<file path="src/rtl/id_pkg.sv">
// rtl/id_pkg.sv - shared opcodes, ALU codes, control bundle layout and decode helpers
package id_pkg;

    localparam int CTRL_W = 13;

    typedef enum logic [3:0] {
        OP_NOP  = 4'b0000,
        OP_ST   = 4'b0011,
        OP_ADD  = 4'b0100,
        OP_INC  = 4'b0101,
        OP_NEG  = 4'b0110,
        OP_SUB  = 4'b0111,
        OP_J    = 4'b1000,
        OP_BRZ  = 4'b1001,
        OP_JM   = 4'b1010,
        OP_BRN  = 4'b1011,
        OP_LD   = 4'b1110,
        OP_SVPC = 4'b1111
    } opcode_e;

    typedef enum logic [2:0] {
        ALU_ADD   = 3'b000,
        ALU_SUB   = 3'b001,
        ALU_NEG   = 3'b010,
        ALU_ADDPC = 3'b011,
        ALU_PASS  = 3'b100
    } aluop_e;

    // Bit 0 is ALUSrc, bits 3:1 ALUOp, then MemRead .. JumpM upward to bit 12.
    typedef struct packed {
        logic   jumpm;
        logic   jump;
        logic   regwrite;
        logic   memtoreg;
        logic   branchz;
        logic   branchn;
        logic   pc_control;
        logic   memwrite;
        logic   memread;
        aluop_e aluop;
        logic   alusrc;
    } ctrl_t;

    // Undefined opcodes fall through to an all-zero (NOP) bundle.
    function automatic ctrl_t decode_ctrl(input logic [3:0] op);
        ctrl_t c;
        c = '0;
        case (op)
            OP_SVPC: begin c.regwrite = 1'b1; c.alusrc = 1'b1; c.aluop = ALU_ADDPC; end
            OP_LD:   begin c.memread = 1'b1; c.memtoreg = 1'b1; c.regwrite = 1'b1; end
            OP_ST:   c.memwrite = 1'b1;
            OP_ADD:  begin c.regwrite = 1'b1; c.aluop = ALU_ADD; end
            OP_INC:  begin c.regwrite = 1'b1; c.alusrc = 1'b1; c.aluop = ALU_ADD; end
            OP_NEG:  begin c.regwrite = 1'b1; c.aluop = ALU_NEG; end
            OP_SUB:  begin c.regwrite = 1'b1; c.aluop = ALU_SUB; end
            OP_J:    begin c.jump = 1'b1; c.pc_control = 1'b1; end
            OP_BRZ:  begin c.branchz = 1'b1; c.pc_control = 1'b1; end
            OP_JM:   begin c.jumpm = 1'b1; c.memread = 1'b1; c.pc_control = 1'b1; end
            OP_BRN:  begin c.branchn = 1'b1; c.pc_control = 1'b1; end
            default: c = '0;
        endcase
        return c;
    endfunction

    function automatic logic op_uses_rs(input logic [3:0] op);
        case (op)
            OP_ST, OP_ADD, OP_INC, OP_NEG, OP_SUB,
            OP_J, OP_BRZ, OP_JM, OP_BRN, OP_LD: return 1'b1;
            default:                            return 1'b0;
        endcase
    endfunction

    function automatic logic op_uses_rt(input logic [3:0] op);
        case (op)
            OP_ST, OP_ADD, OP_SUB: return 1'b1;
            default:               return 1'b0;
        endcase
    endfunction

endpackage

</file>
<file path="src/rtl/id_stage_p_if.sv">
// rtl/id_stage_p_if.sv - IF->ID instruction handshake and ID/EX output bundle
// Signals:
//   in_valid, instr_in, pc_in : instruction offered by IF
//   stall_out                 : ID asks IF to hold
//   out_valid .. pc_out       : registered ID/EX boundary
interface id_stage_p_if #(
    parameter int XLEN = 32,
    parameter int RA_W = 6
);
    logic                      in_valid;
    logic [31:0]               instr_in;
    logic [XLEN-1:0]           pc_in;
    logic                      stall_out;
    logic                      out_valid;
    logic [id_pkg::CTRL_W-1:0] ctrl_out;
    logic [XLEN-1:0]           rs_val;
    logic [XLEN-1:0]           rt_val;
    logic [XLEN-1:0]           imm_out;
    logic [RA_W-1:0]           rd_out;
    logic [XLEN-1:0]           pc_out;

    modport master (
        output in_valid, instr_in, pc_in,
        input  stall_out, out_valid, ctrl_out, rs_val, rt_val, imm_out, rd_out, pc_out
    );

    modport slave (
        input  in_valid, instr_in, pc_in,
        output stall_out, out_valid, ctrl_out, rs_val, rt_val, imm_out, rd_out, pc_out
    );
endinterface

</file>
<file path="src/rtl/regfile_p.sv">
// rtl/regfile_p.sv - register file with one write port, two combinational read ports and WB bypass
// Ports:
//   clk, rst_n        : clock, asynchronous active-low reset (clears every entry)
//   we, waddr, wdata  : write port, commits on the rising edge
//   raddr_a, raddr_b  : read addresses
//   rdata_a, rdata_b  : read data, bypassed from the write port on an address match
module regfile_p #(
    parameter int XLEN     = 32,
    parameter int RA_W     = 6,
    parameter int ZERO_REG = 1
) (
    input  logic            clk,
    input  logic            rst_n,
    input  logic            we,
    input  logic [RA_W-1:0] waddr,
    input  logic [XLEN-1:0] wdata,
    input  logic [RA_W-1:0] raddr_a,
    input  logic [RA_W-1:0] raddr_b,
    output logic [XLEN-1:0] rdata_a,
    output logic [XLEN-1:0] rdata_b
);
    localparam int DEPTH = 2 ** RA_W;

    logic [XLEN-1:0] mem_q [DEPTH];
    logic            w_zero;
    logic            a_zero;
    logic            b_zero;

    assign w_zero = (ZERO_REG != 0) && (waddr == '0);
    assign a_zero = (ZERO_REG != 0) && (raddr_a == '0);
    assign b_zero = (ZERO_REG != 0) && (raddr_b == '0);

    always_ff @(posedge clk or negedge rst_n) begin
        if (!rst_n) begin
            for (int i = 0; i < DEPTH; i++) begin
                mem_q[i] <= '0;
            end
        end else if (we && !w_zero) begin
            mem_q[waddr] <= wdata;
        end
    end

    // Zero-register check comes first so a WB aimed at x0 never leaks through the bypass.
    assign rdata_a = a_zero                   ? '0    :
                     (we && waddr == raddr_a) ? wdata : mem_q[raddr_a];
    assign rdata_b = b_zero                   ? '0    :
                     (we && waddr == raddr_b) ? wdata : mem_q[raddr_b];

endmodule

</file>
<file path="src/rtl/id_stage_p.sv">
// rtl/id_stage_p.sv - instruction decode stage: register read, decode, load-use stall, ID/EX register
// Ports:
//   clk, rst_n                  : clock, asynchronous active-low reset
//   id (slave)                  : instruction in, stall_out, registered ID/EX outputs
//   wb_we, wb_rd, wb_data       : writeback port into the register file
//   ex_valid, ex_memread, ex_rd : instruction currently in EX, for load-use detection
//   flush                       : kill the instruction in ID
module id_stage_p
    import id_pkg::*;
#(
    parameter int XLEN     = 32,
    parameter int RA_W     = 6,
    parameter int ZERO_REG = 1
) (
    input  logic            clk,
    input  logic            rst_n,
    id_stage_p_if.slave     id,
    input  logic            wb_we,
    input  logic [RA_W-1:0] wb_rd,
    input  logic [XLEN-1:0] wb_data,
    input  logic            ex_valid,
    input  logic            ex_memread,
    input  logic [RA_W-1:0] ex_rd,
    input  logic            flush
);
    logic [3:0]      opcode;
    logic [RA_W-1:0] rd_a;
    logic [RA_W-1:0] rs_a;
    logic [RA_W-1:0] rt_a;
    logic [XLEN-1:0] rs_rd;
    logic [XLEN-1:0] rt_rd;
    logic [XLEN-1:0] imm_ext;
    ctrl_t           dec;
    logic            rs_hit;
    logic            rt_hit;
    logic            hazard;
    logic            unused_instr_bits;

    logic            valid_q, valid_d;
    ctrl_t           ctrl_q,  ctrl_d;
    logic [XLEN-1:0] rs_q,    rs_d;
    logic [XLEN-1:0] rt_q,    rt_d;
    logic [XLEN-1:0] imm_q,   imm_d;
    logic [RA_W-1:0] rd_q,    rd_d;
    logic [XLEN-1:0] pc_q,    pc_d;

    assign opcode  = id.instr_in[31:28];
    assign rd_a    = RA_W'(id.instr_in[27:22]);
    assign rs_a    = RA_W'(id.instr_in[21:16]);
    assign rt_a    = RA_W'(id.instr_in[15:10]);
    assign imm_ext = {{(XLEN-6){id.instr_in[15]}}, id.instr_in[15:10]};
    assign dec     = decode_ctrl(opcode);

    assign unused_instr_bits = ^id.instr_in[9:0];

    regfile_p #(
        .XLEN     (XLEN),
        .RA_W     (RA_W),
        .ZERO_REG (ZERO_REG)
    ) u_regfile (
        .clk     (clk),
        .rst_n   (rst_n),
        .we      (wb_we),
        .waddr   (wb_rd),
        .wdata   (wb_data),
        .raddr_a (rs_a),
        .raddr_b (rt_a),
        .rdata_a (rs_rd),
        .rdata_b (rt_rd)
    );

    // x0 can never be produced by a load when ZERO_REG is set, so it never stalls.
    assign rs_hit = op_uses_rs(opcode) && (ex_rd == rs_a) && !((ZERO_REG != 0) && (rs_a == '0));
    assign rt_hit = op_uses_rt(opcode) && (ex_rd == rt_a) && !((ZERO_REG != 0) && (rt_a == '0));
    assign hazard = id.in_valid && ex_valid && ex_memread && (rs_hit || rt_hit);

    // A flushed instruction is being discarded anyway, so holding IF would only lose a cycle.
    assign id.stall_out = hazard && !flush;

    always_comb begin
        valid_d = valid_q;
        ctrl_d  = ctrl_q;
        rs_d    = rs_q;
        rt_d    = rt_q;
        imm_d   = imm_q;
        rd_d    = rd_q;
        pc_d    = pc_q;
        if (flush || hazard) begin
            // Bubble: data fields keep their previous contents.
            valid_d = 1'b0;
            ctrl_d  = '0;
        end else begin
            valid_d = id.in_valid;
            ctrl_d  = id.in_valid ? dec : '0;
            rs_d    = rs_rd;
            rt_d    = rt_rd;
            imm_d   = imm_ext;
            rd_d    = rd_a;
            pc_d    = id.pc_in;
        end
    end

    always_ff @(posedge clk or negedge rst_n) begin
        if (!rst_n) begin
            valid_q <= 1'b0;
            ctrl_q  <= '0;
            rs_q    <= '0;
            rt_q    <= '0;
            imm_q   <= '0;
            rd_q    <= '0;
            pc_q    <= '0;
        end else begin
            valid_q <= valid_d;
            ctrl_q  <= ctrl_d;
            rs_q    <= rs_d;
            rt_q    <= rt_d;
            imm_q   <= imm_d;
            rd_q    <= rd_d;
            pc_q    <= pc_d;
        end
    end

    assign id.out_valid = valid_q;
    assign id.ctrl_out  = ctrl_q;
    assign id.rs_val    = rs_q;
    assign id.rt_val    = rt_q;
    assign id.imm_out   = imm_q;
    assign id.rd_out    = rd_q;
    assign id.pc_out    = pc_q;

endmodule

</file>
<file path="src/flat_wrapper.sv">
// flat-port wrapper written by rule: the top's interface ports become plain ports
module id_stage_p_flat import id_pkg::*;
#(
    parameter int XLEN     = 32,
    parameter int RA_W     = 6,
    parameter int ZERO_REG = 1
)
  (clk, rst_n, wb_we, wb_rd, wb_data, ex_valid, ex_memread, ex_rd, flush, id_in_valid, id_instr_in, id_pc_in, id_stall_out, id_out_valid, id_ctrl_out, id_rs_val, id_rt_val, id_imm_out, id_rd_out, id_pc_out);
  id_stage_p_if #(.XLEN(XLEN), .RA_W(RA_W)) id_i ();
  input  logic clk;
  input  logic rst_n;
  input  logic wb_we;
  input  logic [RA_W-1:0] wb_rd;
  input  logic [XLEN-1:0] wb_data;
  input  logic ex_valid;
  input  logic ex_memread;
  input  logic [RA_W-1:0] ex_rd;
  input  logic flush;
  input wire logic [$bits(id_i.in_valid)-1:0] id_in_valid;
  input wire logic [$bits(id_i.instr_in)-1:0] id_instr_in;
  input wire logic [$bits(id_i.pc_in)-1:0] id_pc_in;
  output wire logic [$bits(id_i.stall_out)-1:0] id_stall_out;
  output wire logic [$bits(id_i.out_valid)-1:0] id_out_valid;
  output wire logic [$bits(id_i.ctrl_out)-1:0] id_ctrl_out;
  output wire logic [$bits(id_i.rs_val)-1:0] id_rs_val;
  output wire logic [$bits(id_i.rt_val)-1:0] id_rt_val;
  output wire logic [$bits(id_i.imm_out)-1:0] id_imm_out;
  output wire logic [$bits(id_i.rd_out)-1:0] id_rd_out;
  output wire logic [$bits(id_i.pc_out)-1:0] id_pc_out;
  assign id_i.in_valid = id_in_valid;
  assign id_i.instr_in = id_instr_in;
  assign id_i.pc_in = id_pc_in;
  assign id_stall_out = id_i.stall_out;
  assign id_out_valid = id_i.out_valid;
  assign id_ctrl_out = id_i.ctrl_out;
  assign id_rs_val = id_i.rs_val;
  assign id_rt_val = id_i.rt_val;
  assign id_imm_out = id_i.imm_out;
  assign id_rd_out = id_i.rd_out;
  assign id_pc_out = id_i.pc_out;
  id_stage_p #(.XLEN(XLEN), .RA_W(RA_W), .ZERO_REG(ZERO_REG)) u_core (.clk(clk), .rst_n(rst_n), .id(id_i), .wb_we(wb_we), .wb_rd(wb_rd), .wb_data(wb_data), .ex_valid(ex_valid), .ex_memread(ex_memread), .ex_rd(ex_rd), .flush(flush));
endmodule
</file>
<file path="config.mk">
export PLATFORM = sky130hd
export DESIGN_NAME = id_stage_p_flat
export DESIGN_NICKNAME = d
export VERILOG_FILES = /design/src/rtl/id_pkg.sv /design/src/rtl/id_stage_p_if.sv /design/src/rtl/regfile_p.sv /design/src/rtl/id_stage_p.sv /design/src/flat_wrapper.sv
export SDC_FILE = /design/constraint.sdc
export NUM_CORES = 2
export LEC_CHECK = 0
export CAP_MARGIN = 20
export CORE_AREA = 8 8 545 547
export CTS_CLUSTER_SIZE = 10
export DETAILED_ROUTE_END_ITERATION = 8
export DIE_AREA = 0 0 553 555
export GPL_ROUTABILITY_DRIVEN = 0
export SLEW_MARGIN = 20
export SYNTH_ARGS = -nofsm -noshare
export SYNTH_HDL_FRONTEND = slang
export SYNTH_SLANG_ARGS = --single-unit
export TNS_END_PERCENT = 50
</file>
<file path="constraint.sdc">
create_clock -name clk -period 2.95 [get_ports clk]
set_input_delay 0.885 -clock clk [delete_from_list [all_inputs] [get_ports clk]]
set_output_delay 0.885 -clock clk [all_outputs]
set_load 0.02 [all_outputs]
</file>
==> run_results.csv <==
group,metric,value,unit
run_status,status,"finished with violations",
run_status,violations,"DRC, setup timing",
sta,finalSetupViolations,1,
sta,final_max_slew_viol_count,0,
clocking,cts_root_buffer,"clkbuf_16",
worst_setup_path,r2r_start,"u_core.u_regfile.mem_q[1945]$_DFFE_PN0P_",
pwr,powerDensity,596,nW/µm²
logic_synthesis,synth_commonest_cells,"dfrtp_1 (2169), mux2_2 (2031), mux4_2 (1105)",
logic_synthesis,avgSynthCellArea,15.2,µm²
worst_setup_path,start_kind,"input port",
global_routing,grt_pass1_vias,80300,
pwr,vdd_drop_max,0.412,mV
worst_setup_path,reg2reg_depth,9,
route,drc_errors,2,
global_routing,use_met2,0.410,
sta,grt_setup_unrepaired,"true",
logic_synthesis,synth_top_cell_by_area,"dfrtp_1",
pwr,p_comb_frac,0.191,
worst_setup_path,worstPathCellList,"buf_4, buf_12, nor2_2, nand3_2, nand4_1, a21oi_2, nor2b_4, buf_6",
global_routing,top_usage_layer,"met2",
global_routing,grt_overflow_total,0,
sta,period_needed,3.18,ns
layout,finalNetCount,8441,
logic_synthesis,ys_types,74,
logic_synthesis,ys_seq_area_frac,0.473,
worst_setup_path,setup.worst_path.start,"id_instr_in[19]",
sta,whs,0.326,ns
floorplan,die_y,555,µm
placement,hpwl,292,mm
worst_setup_path,crit_path_end,"id_stall_out",
pwr,leakagePower,60.9,nW
worst_setup_path,crit-reg2reg-capture,"u_core.id.rs_val[25]$_DFFE_PN0N_",
global_routing,grt_pass1_wl,603,mm
worst_setup_path,cpMaxStageDelayCell,"nand3_2",
logic_synthesis,synth_area,115000,µm²
pwr,sw_frac_of_total,0.275,
route,drt_first_pass_iters,9,
global_routing,grt_max_degree,119,
sta,worst_pin_slew,0.971,ns
clocking,cts_buffers,266,
global_routing,grt_antenna_before_repair,30,
worst_setup_path,cp.required,2.07,ns
floorplan,die_area,307000,µm²
floorplan,ioPinCount,264,
layout,post-route-util,0.477,
route,ant_nets,0,
clocking,clockBufferDepth,4,
worst_setup_path,max_stage_delay,0.28,ns
clocking,cts.sinks,2169,
layout,area_delta_synth_final,20.1,%
worst_setup_path,rrSetupSlack,0.44,ns
logic_synthesis,synth_top_cells_by_area,"dfrtp_1 (47%), mux4_2 (22%), mux2_2 (20%)",
floorplan,die_w,553,µm
worst_setup_path,path_max_fanout,11,
worst_setup_path,cp_data_arrival_time,2.30,ns
floorplan,num_rows,198,
layout,drive_gt1_frac,0.562,
clocking,htreeDepth,5,
route,drt_iter0_markers,8268,
pwr,p_sw,22.6,mW
floorplan,core_area,289000,µm²
logic_synthesis,synth.most_common_cell,"dfrtp_1",
clocking,clk_latency,0.88,ns
layout,nFillCells,24600,
logic_synthesis,syn_nets,7680,
pwr,power,82.2,mW
placement,dp_slack,-1.51,ns
logic_synthesis,synth-async-reset-ratio,1.00,
route,vias_per_cell,6.33,
sta,hold_viol,0,
route,vias,77400,
placement,io_buffer_count,252,
logic_synthesis,ys.flop_type,"dfrtp_1",
worst_setup_path,endpoint_kind,"primary output",
sta,finalCritPeriodShare,1.08,
route,wl_per_cell,34.3,µm
global_routing,use_met3,0.0592,
clocking,tritoncts,"built",
min_path,hold_class,"input port to flip-flop",
worst_setup_path,crit_type,"input port to primary output",
floorplan,start_util,0.397,
logic_synthesis,synth_top_area_share,0.473,
logic_synthesis,synth_edf_count,0,
sta,max_freq,314,MHz
flow_run,maxCapViolCount,0,
sta,max_slew_margin,0.336,
pwr,p_clk_frac,0.362,
clocking,clk_pin_slew,0.06,ns
sta,setup_tns,-0.234,ns
logic_synthesis,postSynthCellCount,7565,
logic_synthesis,synth_seq_cells,2169,
sta,skew,0.0266,ns
global_routing,grt_use_total,0.267,
logic_synthesis,synth_warnings,0,
route,wirelength,419,mm
pwr,pwr-share-seq,0.446,
pwr,internal_power,59.6,mW
sta,setup_slack,-0.234,ns
global_routing,use_met1,0.353,
min_path,min_from,"id_instr_in[29]",
## per-stage QoR
step                instance area, µm²  instances
floorplan                       115000       7565
global placement                130000      11900
detailed placement              130000      11900
CTS                             138000      12200
global route                    138000      12200
finish                          138000      12200
## placed cells by master, fill, tap and decap left out, drive strengths merged, types with 7 or more instances in the layout
master,count
dfrtp,2169
mux2,2031
buf,1160
mux4,1105
nand2,376
clkbuf,331
mux2i,209
clkdlybuf4s50,148
nor2,145
o21ai,91
a21oi,72
nor3,52
o22ai,51
dlygate4sd2,50
o211ai,49
a221oi,48
nand3,35
a211oi,21
nor2b,19
diode,18
inv,17
xor2,16
a22oi,13
o2111ai,13
nand2b,12
a32oi,12
o221ai,12
nor4,12
a2111oi,11
xnor2,10
a31oi,9
nand4,9
clkinv,9
and3,8
o31ai,7
and2,7
## metal layers
layer	vias up	share of wire
met1	42000	0.40
met5	-	0.00019
met2	3792	0.46
met4	12	0.065
li1	30500	-
met3	1042	0.081
## cells by family (layout without fill, tap and decap cells)
family          after synthesis  count (layout)  synth area share
xor+xnor                     26              26           0.00198
flops                      2169            2169             0.473
other cells                   1              19         0.0000327
simple gates                697             697            0.0262
mux                        3345            3345             0.434
buf+inv                     880            1718            0.0377
compound gates              447             447            0.0268
## flip-flops by register name, summed over array words and instances (netlist names)
name and flops:
u_core.id.imm_out 6, u_core.id.ctrl_out 12, u_core.id.rd_out 6, u_core.id.pc_out 32, u_core.u_regfile.mem_q 2048, u_core.id.rt_val 32, u_core.id.out_valid 1, u_core.id.rs_val 32
## power by group through the flow
stage	sequential (mW)	combinational [mW]	clock, mW
after global routing	37.1	16.5	31.4
after detailed placement	37.0	15.6	0
after floorplan	36.1	9.87	0
final	36.7	15.7	29.8
after global placement	36.7	15.3	0
after CTS	36.5	15.6	30.3
## final cells by class
| type | count | area [µm²] | share of cell area |
|---|---|---|---|
| Antenna cell | 18 | 45.0 | 0.000327 |
| Clock buffer | 331 | 7280 | 0.0529 |
| Clock inverter | 14 | 160 | 0.00116 |
| Inverter | 12 | 55.1 | 0.000399 |
| Multi-Input combinational cell | 4516 | 56800 | 0.412 |
| Sequential cell | 2169 | 54300 | 0.394 |
| Tap cell | 3800 | 4750 | 0.0345 |
| Timing Repair Buffer | 1361 | 14500 | 0.105 |
## timing repair
action / in CTS / in global routing
pin swaps: 8 / 6
setup buffers: 5 / 1
resized for setup: 118 / 18
endpoints found under the setup margin: 139 / 8
hold buffers: 1 / 0
endpoints found under the hold margin: 11 / 0
## how the worst min path moves through the flow
stage	cells past startpoint	slack (ns)	end
after global routing	3	0.33	u_core.id.ctrl_out[8]$_DFF_PN0_
final	3	0.33	u_core.id.ctrl_out[8]$_DFF_PN0_
after detailed placement	0	0.38	u_core.u_regfile.mem_q[2035]$_DFFE_PN0P_
after global placement	0	0.38	u_core.u_regfile.mem_q[2023]$_DFFE_PN0P_
after floorplan	1	0.44	u_core.u_regfile.mem_q[2016]$_DFFE_PN0P_
after CTS	3	0.29	u_core.id.ctrl_out[11]$_DFF_PN0_
## critical path, delay by kind of cell
kind | cells | cell delay (ns)
compound gates | 1 | 0.09
buf+inv | 3 | 0.41
simple gates | 4 | 0.86
Note: power is estimated with default switching activity, not from simulation.
